`src/rtl/periph_router.sv`:
```
`default_nettype none
// ============================================================================
// Module   : periph_router
// Brief    : Host-side router. Buffers one host packet onto the shared
//            peripheral tx bus and round-robin arbitrates the peripheral rx
//            FIFOs back to the host. PERIPH_ROUTER_DROP_CNT_EN enables the
//            saturating drop_count register.
// Revision : 1.0
// ============================================================================
module periph_router #(
  parameter int NUM_PERIPHS  = 4,
  parameter int PACKET_WIDTH = 32,
  parameter int ADDR_WIDTH   = 3
) (
  input  logic                            clk,
  input  logic                            rst,
  input  logic [PACKET_WIDTH-1:0]         host_tx_data,
  input  logic                            host_tx_valid,
  output logic                            host_tx_ready,
  output logic [PACKET_WIDTH-1:0]         periph_tx_data,
  output logic                            periph_tx_valid,
  input  logic [NUM_PERIPHS-1:0]          periph_tx_full,
  input  logic [NUM_PERIPHS-1:0]          periph_ready,
  input  logic [NUM_PERIPHS*PACKET_WIDTH-1:0] periph_rx_data,
  input  logic [NUM_PERIPHS-1:0]          periph_rx_empty,
  output logic [NUM_PERIPHS-1:0]          periph_rx_read,
  output logic [PACKET_WIDTH-1:0]         host_rx_data,
  output logic                            host_rx_valid,
  input  logic                            host_rx_ready,
  output logic [15:0]                     drop_count
);

  localparam int PTR_W = (NUM_PERIPHS > 1) ? $clog2(NUM_PERIPHS) : 1;
  localparam logic [PTR_W-1:0] c_last_idx = PTR_W'(NUM_PERIPHS - 1);

  // ---------------- downstream tx stage ----------------
  logic [PACKET_WIDTH-1:0] r_s_data;
  logic                    r_s_valid;
  logic [ADDR_WIDTH-1:0]   w_addr;
  logic [NUM_PERIPHS-1:0]  w_addr_oh;
  logic                    w_mapped;
  logic                    w_fwd;
  logic                    w_drop;
  logic                    w_pop;

  assign w_addr = r_s_data[PACKET_WIDTH-1 -: ADDR_WIDTH];

  always_comb begin
    w_addr_oh = '0;
    for (int i = 0; i < NUM_PERIPHS; i++)
      w_addr_oh[i] = (w_addr == ADDR_WIDTH'(i));
  end

  // An address with no matching one-hot bit is unmapped and gets dropped.
  assign w_mapped        = |w_addr_oh;
  assign w_fwd           = r_s_valid & (|(w_addr_oh & periph_ready & ~periph_tx_full));
  assign w_drop          = r_s_valid & ~w_mapped;
  assign w_pop           = w_fwd | w_drop;
  assign periph_tx_valid = w_fwd;
  assign periph_tx_data  = r_s_data;
  assign host_tx_ready   = ~rst & (~r_s_valid | w_pop);

  always_ff @(posedge clk or posedge rst) begin
    if (rst) begin
      r_s_valid <= 1'b0;
      r_s_data  <= '0;
    end else if (host_tx_valid && host_tx_ready) begin
      r_s_valid <= 1'b1;
      r_s_data  <= host_tx_data;
    end else if (w_pop) begin
      r_s_valid <= 1'b0;
    end
  end

`ifdef PERIPH_ROUTER_DROP_CNT_EN
  logic [15:0] r_drop_cnt;

  always_ff @(posedge clk or posedge rst) begin
    if (rst)
      r_drop_cnt <= '0;
    else if (w_drop && (r_drop_cnt != 16'hFFFF))
      r_drop_cnt <= r_drop_cnt + 16'd1;
  end

  assign drop_count = r_drop_cnt;
`else
  assign drop_count = '0;
`endif

  // ---------------- upstream rx arbiter ----------------
  typedef enum logic [1:0] {
    SCAN    = 2'd0,
    WAIT    = 2'd1,
    PRESENT = 2'd2
  } rx_state_t;

  rx_state_t               r_state;
  rx_state_t               w_state_nxt;
  logic [PTR_W-1:0]        r_rr_ptr;
  logic [PTR_W-1:0]        r_grant;
  logic [PTR_W-1:0]        w_pick;
  logic [PTR_W-1:0]        w_hi_pick;
  logic [PTR_W-1:0]        w_lo_pick;
  logic                    w_hi_found;
  logic                    w_lo_found;
  logic [NUM_PERIPHS-1:0]  w_req;
  logic [NUM_PERIPHS-1:0]  w_rd;
  logic [PACKET_WIDTH-1:0] r_rx_data;
  logic [PACKET_WIDTH-1:0] w_rx_sel;

  assign w_req = ~periph_rx_empty & periph_ready;

  // Circular search: lowest requester at or above rr_ptr, else lowest overall.
  always_comb begin
    w_hi_found = 1'b0;
    w_lo_found = 1'b0;
    w_hi_pick  = '0;
    w_lo_pick  = '0;
    for (int i = NUM_PERIPHS - 1; i >= 0; i--) begin
      if (w_req[i]) begin
        w_lo_found = 1'b1;
        w_lo_pick  = PTR_W'(i);
        if (PTR_W'(i) >= r_rr_ptr) begin
          w_hi_found = 1'b1;
          w_hi_pick  = PTR_W'(i);
        end
      end
    end
    w_pick = w_hi_found ? w_hi_pick : w_lo_pick;
  end

  always_comb begin
    w_rx_sel = '0;
    for (int i = 0; i < NUM_PERIPHS; i++)
      if (r_grant == PTR_W'(i))
        w_rx_sel = periph_rx_data[i*PACKET_WIDTH +: PACKET_WIDTH];
  end

  always_ff @(posedge clk or posedge rst) begin
    if (rst)
      r_state <= SCAN;
    else
      r_state <= w_state_nxt;
  end

  always_comb begin
    w_state_nxt = r_state;
    w_rd        = '0;
    case (r_state)
      SCAN: begin
        if (w_lo_found) begin
          w_rd        = NUM_PERIPHS'(1) << w_pick;
          w_state_nxt = WAIT;
        end
      end
      WAIT:    w_state_nxt = PRESENT;
      PRESENT: if (host_rx_ready) w_state_nxt = SCAN;
      default: w_state_nxt = SCAN;
    endcase
  end

  // FIFO dout lags the read strobe by one cycle, so data is captured in WAIT.
  always_ff @(posedge clk or posedge rst) begin
    if (rst) begin
      r_grant   <= '0;
      r_rr_ptr  <= '0;
      r_rx_data <= '0;
    end else begin
      if ((r_state == SCAN) && w_lo_found)
        r_grant <= w_pick;
      if (r_state == WAIT) begin
        r_rx_data <= w_rx_sel;
        r_rr_ptr  <= (r_grant == c_last_idx) ? '0 : r_grant + PTR_W'(1);
      end
    end
  end

  assign periph_rx_read = rst ? '0 : w_rd;
  assign host_rx_valid  = (r_state == PRESENT);
  assign host_rx_data   = r_rx_data;

endmodule
`default_nettype wire

```
`config.mk`:
```
export PLATFORM = sky130hd
export DESIGN_NAME = periph_router
export DESIGN_NICKNAME = d
export VERILOG_FILES = /design/src/rtl/periph_router.sv
export SDC_FILE = /design/constraint.sdc
export NUM_CORES = 1
export LEC_CHECK = 0
export BUFFER_PORTS_ARGS = -buffer_cell sky130_fd_sc_hd__buf_2
export CORE_ASPECT_RATIO = 0.9
export CORE_MARGIN = 1.5
export CORE_UTILIZATION = 30
export CTS_BUF_LIST = sky130_fd_sc_hd__clkbuf_4 sky130_fd_sc_hd__clkbuf_8
export CTS_CLUSTER_SIZE = 40
export DETAILED_ROUTE_END_ITERATION = 8
export GPL_ROUTABILITY_DRIVEN = 0
export GPL_TIMING_DRIVEN = 0
export PLACE_DENSITY = 0.68
export SYNTH_ARGS = -nofsm -noshare
export SYNTH_HDL_FRONTEND = slang
export SYNTH_SLANG_ARGS = --single-unit
```
`constraint.sdc`:
```
create_clock -name clk -period 3 [get_ports clk]
set_input_delay 0.45 -clock clk [delete_from_list [all_inputs] [get_ports clk]]
set_output_delay 0.45 -clock clk [all_outputs]
set_load 0.02 [all_outputs]
```
==> results of run 1 <==
registers in the layout (all words and copies together), names as in the netlist:
signal and count:
host_rx_data 32, periph_tx_data 32, r_grant 2, r_rr_ptr 2, r_state 2, r_s_valid 1
synth_stat cells (2+ instances only):
cell type and count:
buf_2 5, mux2_4 30, buf_6 3, nor3b_1 3, a211o_1 32, nor2b_1 38
clkbuf_1 24, dfrtp_1 71, mux2_1 2, ha_1 4, a21oi_1 65, buf_4 16
o21ai_0 3, nand2_1 4, a221oi_1 32, nor2_1 36, buf_1 3, o31ai_1 2
o221ai_1 2, inv_1 39, nand2b_1 6
cell type report:
cell class / count / area (um2)
multi-input cells: 289 / 2090
clock inverters: 6 / 66.3
clock buffers: 10 / 138
fillers: 1453 / 7910
flip-flops and latches: 71 / 1780
plain buffers: 51 / 280
well taps: 193 / 241
inverters: 39 / 150
repair buffers: 247 / 1250
layer usage:
layer | global-route usage (%) | wire length, um
met3 | 4.16 | 1060
met2 | 31.0 | 6560
met5 | 0 | 0
met4 | 6.07 | 126
met1 | 23.7 | 6220
per-stage QoR:
step / hold slack [ns] / area (um2)
after global placement: 0.488 / 5770
after CTS: 0.238 / 6000
final: 0.234 / 6000
after global routing: 0.255 / 6000
after floorplan: 0.502 / 4300
after detailed placement: 0.488 / 5790
power groups by stage:
stage	clock (mW)	sequential (mW)	combinational, mW
2_1_floorplan	0	2.04	1.77
6_report	0.811	1.61	3.24
5_1_grt	0.890	1.66	3.54
4_1_cts	0.845	1.61	3.26
3_3_place_gp	0	1.61	3.23
3_5_place_dp	0	1.61	3.26
worst max-delay path, stage by stage, from the launching register on:
cell and delay (ns):
dfrtp_1 0.43, and4b_1 0.21, nor4_2 0.45, and2_2 0.25, nor2_1 0.04, buf_2 0.15
logic make-up after synthesis:
logic type / Yosys count / share of synthesized area [%]
adder cells (fa/ha/maj): 4 / 1.18
buffers and inverters: 90 / 10.1
flip-flops: 71 / 41.9
AO/OA/AOI/OAI: 140 / 22.8
AND/OR/NAND/NOR: 96 / 12.5
multiplexers: 33 / 11.4
other: 1 / 0.0884
final timing paths:
| check | startpoint | endpoint | slack, ns | cells past startpoint |
|---|---|---|---|---|
| worst max register to register | r_grant[0] | host_rx_data[7] | 0.70 | 7 |
| min in group clk | host_rx_ready | r_state[1] | 0.27 | 2 |
| max in group asynchronous | rst | host_rx_data[24] | 2.12 | 3 |
| worst min-delay path | rst | r_rr_ptr[1] | 0.23 | 2 |
| worst min register to register | periph_tx_data[3] | periph_tx_data[3] | 0.51 | 1 |
| worst max-delay path | periph_tx_data[29] | host_tx_ready | 0.68 | 5 |
==> run_results.csv, run 1 <==
group,metric,value,unit
status,status,"finished, final reports clean",
route,final_antenna_net_count,0,
clocking,cts_buffers,9,
power,total_power,5.65,mW
synthesis,syn_inst,435,
floorplan,die_h,116,um
global_route,track_usage,18.5,%
worst_setup_path,required,2.55,ns
power,power_switching,2.56,mW
sta,rsz0062_at_grt,"false",
clocking,clkSlewWorstSetupHoldPaths,0.09,ns
power,cellPowerDensity,943,nW/um2
power,combPwrFrac,57.2,%
synthesis,netlist-cell-type-count,36,
power,switching_share,45.2,%
route,drt-total-wl,14.0,mm
place,dp.cells,890,
cells_and_area,layout-drive-gt1-share,45.3,%
sta,fin_crit_sh,77.5,%
clocking,htree_levels,3,
route,wire_per_inst,15.4,um
global_route,antenna_found_initial,0,
cells_and_area,finalNonFillerCells,906,
place,port_buffers,246,
sta,skew,0.0188,ns
cells_and_area,diodes,0,
power,vdd_drop_max,339,uV
clocking,cts_max_path_buffers,2,
global_route,grt_pass1_vias,4051,
clocking,clk_latency,0.36,ns
cells_and_area,final_common_cell,"buf_2",
synthesis,synthArstFlopShare,100,%
sta,post-route-min-period,2.32,ns
route,drtIter0Drc,225,
floorplan,io_pins,263,
clocking,cts_tree,"built",
clocking,postCtsResizedCells,0,
sta,tightest_slew,0.778,ns
sta,slew_headroom,48.0,%
floorplan,rows,41,
worst_setup_path,worstSetupPathType,"flip-flop to output port",
power,clkPwrFrac,14.3,%
sta,fin_tns_setup,0,ns
flow_run,cap_violations,0,
global_route,grt-ovfl-total,0,
worst_setup_path,crit_path_max_fanout,6,
synthesis,synth_top_area_share,41.9,%
clocking,cts_hold_buf,0,
worst_setup_path,critPathLaunchType,"flip-flop",
clocking,clk_root_buffer_cell,"clkbuf_8",
cells_and_area,areaGrowthSynthToFinish,41.4,%
power,internal_power,3.10,mW
floorplan,start_util,30.5,%
synthesis,synthTopCellsByArea,"dfrtp_1 (42%), mux2_4 (11%), a21oi_1 (7.7%), a211o_1 (6.6%), a221oi_1 (6.6%)",
place,dp_hpwl,10.7,mm
global_route,grt_pass1_wl,20.8,mm
global_route,grt_max_degree,41,
synthesis,syn_area,4240,um2
clocking,cts.sink_count,71,
sta,fmax,430,MHz
synthesis,syn_area_per_cell,9.75,um2
worst_setup_path,endpoint_kind,"output port",
synthesis,yosys_warnings,0,
cells_and_area,final_cell_mix,"buf_2 (251), dfrtp_1 (71), a21oi_1 (65), nor2b_1 (38), inv_1 (38)",
sta,hold_viol,0,
synthesis,yosys.area.top_type,"dfrtp_1",
route,vias,4199,
sta,drv_slew,0,
route,drc_errors,0,
synthesis,ys_ff_latch,71,
sta,finalSetupViolCount,0,
sta,finalWorstSetupSlack,0.676,ns
place,dp_slack,0.590,ns
worst_setup_path,cp.arrival,1.87,ns
clocking,post-cts-setup-buffers,0,
synthesis,yosysSeqAreaShare,41.9,%
power,seqPwrFrac,28.4,%
power,p_leak,3.15,nW
synthesis,synth_flop_cell,"dfrtp_1",
route,drt_first_pass_iters,4,
cells_and_area,final_util,43.1,%
cells_and_area,nNetsFinal,888,
floorplan,core,13900,um2
floorplan,fp.dieW,128,um
hold_path,hp-class,"input port to asynchronous set/reset pin",
synthesis,synth_edf_count,0,
floorplan,dieArea,14900,um2
route,vias_per_cell,4.63,
Power figures use the tool's default switching activity.
==> run 2: changes to the inputs <==
clock period = 2 ns   (was 3 ns; I/O delays follow)
==> run 2 against run 1 <==
Net effect: the run now ends with negative setup slack left; wire length grew 3.5%; global-route usage grew 0.24 points; register-to-register slack lost 0.65 ns; first-iteration DRC count shrank 32%; combinational power grew 58%; cell area grew 4.6%; total power grew 58%; hold slack lost 0.22 ns; critical endpoint is now periph_tx_valid; largest power group unchanged.
==> run_results.csv, run 2 (same netlist as run 1, synthesis figures left out) <==
group,metric,value,unit
status,status,"complete, but fails checks",
status,violations,"negative setup slack",
route,highest-signal-layer,"met5",
worst_setup_path,crit_path_max_fanout,6,
clocking,clk_latency,0.37,ns
clocking,clk_root_buffer_cell,"clkbuf_8",
floorplan,core,13900,um2
worst_setup_path,crit_end,"periph_tx_valid",
place,dp_hpwl,11.2,mm
place,dp.cells,891,
route,vias,4238,
power,power_switching,4.00,mW
sta,tightest_slew,0.582,ns
worst_setup_path,cp.arrival,1.77,ns
worst_setup_path,rr_endpoint,"periph_tx_data[1]",
global_route,antenna_found_initial,2,
cells_and_area,final_cell_mix,"buf_2 (243), dfrtp_1 (66), a21oi_1 (64), nor2b_1 (37), inv_1 (37)",
sta,rsz0062_at_grt,"true",
power,switching_share,44.8,%
cells_and_area,regArea,1780,um2
route,wire_per_inst,15.9,um
route,drt_first_pass_iters,4,
cells_and_area,final_util,45.1,%
global_route,grt_max_degree,33,
worst_setup_path,worstSetupPathType,"flip-flop to output port",
floorplan,start_util,30.5,%
sta,fmax,484,MHz
cells_and_area,finalNonFillerCells,910,
power,p_leak,3.26,nW
cells_and_area,layout-drive-gt1-share,50.1,%
global_route,grt-ovfl-total,0,
route,vias_per_cell,4.66,
floorplan,dieArea,14900,um2
power,clkPwrFrac,15.2,%
route,drt-total-wl,14.5,mm
cells_and_area,nNetsFinal,891,
worst_setup_path,r2r_start,"periph_tx_data[29]",
clocking,cts_max_path_buffers,2,
power,internal_power,4.93,mW
floorplan,io_pins,263,
power,vdd_drop_max,521,uV
sta,slew_headroom,61.2,%
clocking,cts_buffers,9,
route,final_antenna_net_count,0,
worst_setup_path,required,1.70,ns
route,wl_met1,6.32,mm
worst_setup_path,rrSetupSlack,0.05,ns
route,drtIter0Drc,153,
worst_setup_path,critPathLaunchType,"flip-flop",
floorplan,rows,41,
global_route,grt_pass1_wl,21.0,mm
worst_setup_path,endpoint_kind,"output port",
power,combPwrFrac,57.3,%
route,drc_errors,0,
sta,skew,0.0109,ns
sta,hold_viol,0,
worst_setup_path,setup.worst_path.start,"periph_tx_data[29]",
global_route,grt_pass1_vias,3870,
worst_setup_path,reg2reg_depth,6,
route,routed-wl-met3,1.17,mm
sta,finalSetupViolCount,2,
sta,fin_crit_sh,103,%
route,routed-wl-met2,6.74,mm
global_route,track_usage,18.7,%
power,total_power,8.93,mW
floorplan,fp.dieW,128,um
clocking,clkSlewWorstSetupHoldPaths,0.09,ns
power,cellPowerDensity,1420,nW/um2
hold_path,hp-class,"input port to asynchronous set/reset pin",
sta,post-route-min-period,2.07,ns
sta,finalWorstSetupSlack,-0.0663,ns
place,port_buffers,246,
floorplan,die_h,116,um
cells_and_area,areaGrowthSynthToFinish,48.0,%
sta,drv_slew,0,
cells_and_area,multi_input_area,2240,um2
clocking,cts.sink_count,71,
cells_and_area,fillers,1372,
power,seqPwrFrac,27.5,%
clocking,htree_levels,3,
clocking,cts_tree,"built",
flow_run,cap_violations,0,
cells_and_area,final_common_cell,"buf_2",
[run 2: changes by cell type in the layout (fill, tap and decap cells not counted), sizes merged]
cell / before / now
buf: 274 / 278
bufinv: 1 / 2
clkbuf: 34 / 31
clkinv: 3 / 1
clkinvlp: 1 / 2
diode: 0 / 1
dlygate4sd3: 0 / 1
inv: 40 / 41
[run 2: final cells by class]
cell class / instances / area share [%]
diodes: 1 / 0.0399
well taps: 193 / 3.85
inverters: 39 / 2.39
plain buffers: 49 / 4.87
clock buffers: 9 / 1.97
repair buffers: 252 / 21.2
clock inverters: 7 / 1.64
multi-input cells: 289 / 35.7
flip-flops and latches: 71 / 28.4
[run 2: critical path: stages (launching register included)]
cell and delay (ns):
dfrtp_2 0.46, and4b_1 0.23, nor4_4 0.32, and2b_2 0.26
buf_6 0.13
[run 2: how the worst min path moves through the flow]
stage | cells past startpoint | startpoint | slack (ns) | to
floorplan | 1 | host_rx_ready | 0.41 | r_state[1]
global placement | 1 | periph_tx_data[22] | 0.49 | periph_tx_data[22]
detailed placement | 2 | rst | 0.31 | periph_tx_data[13]
CTS | 3 | rst | 0.002 | periph_tx_data[22]
global route | 3 | rst | 0.02 | periph_tx_data[31]
finish | 3 | rst | 0.01 | periph_tx_data[31]
[run 2: per-layer routing]
layer | up-vias | GRT usage, %
met3 | 13 | 5.12
met5 | - | 0
met2 | 194 | 31.0
li1 | 2064 | -
met4 | 2 | 6.22
met1 | 1965 | 23.8
[run 2: power groups by stage]
stage | Sequential [mW] | Combinational (mW) | Clock, mW
after floorplan | 3.06 | 2.66 | 0
after global placement | 2.44 | 4.87 | 0
after detailed placement | 2.43 | 4.94 | 0
after CTS | 2.44 | 5.06 | 1.40
after global routing | 2.54 | 5.57 | 1.47
final | 2.45 | 5.12 | 1.36
[run 2: what timing repair did]
action / CTS / global route
hold endpoints to repair: 13 / 0
buffers inserted: 1 / 2
hold buffers: 1 / 0
gates cloned: 0 / 0
endpoints found under the setup margin: 35 / 66
pin swaps: 4 / 5
gates resized for setup: 26 / 31
[run 2: stage by stage]
stage	setup WS [ns]	TNS, ns	instance area, um2	hold slack, ns
global route	-0.162	-0.934	6270	0.0243
detailed placement	-0.554	-5.62	5830	0.313
CTS	-0.0855	-0.164	6160	0.00241
global placement	-0.972	-38.29	5790	0.492
finish	-0.0663	-0.126	6270	0.0121
floorplan	-0.260	-8.56	4320	0.408
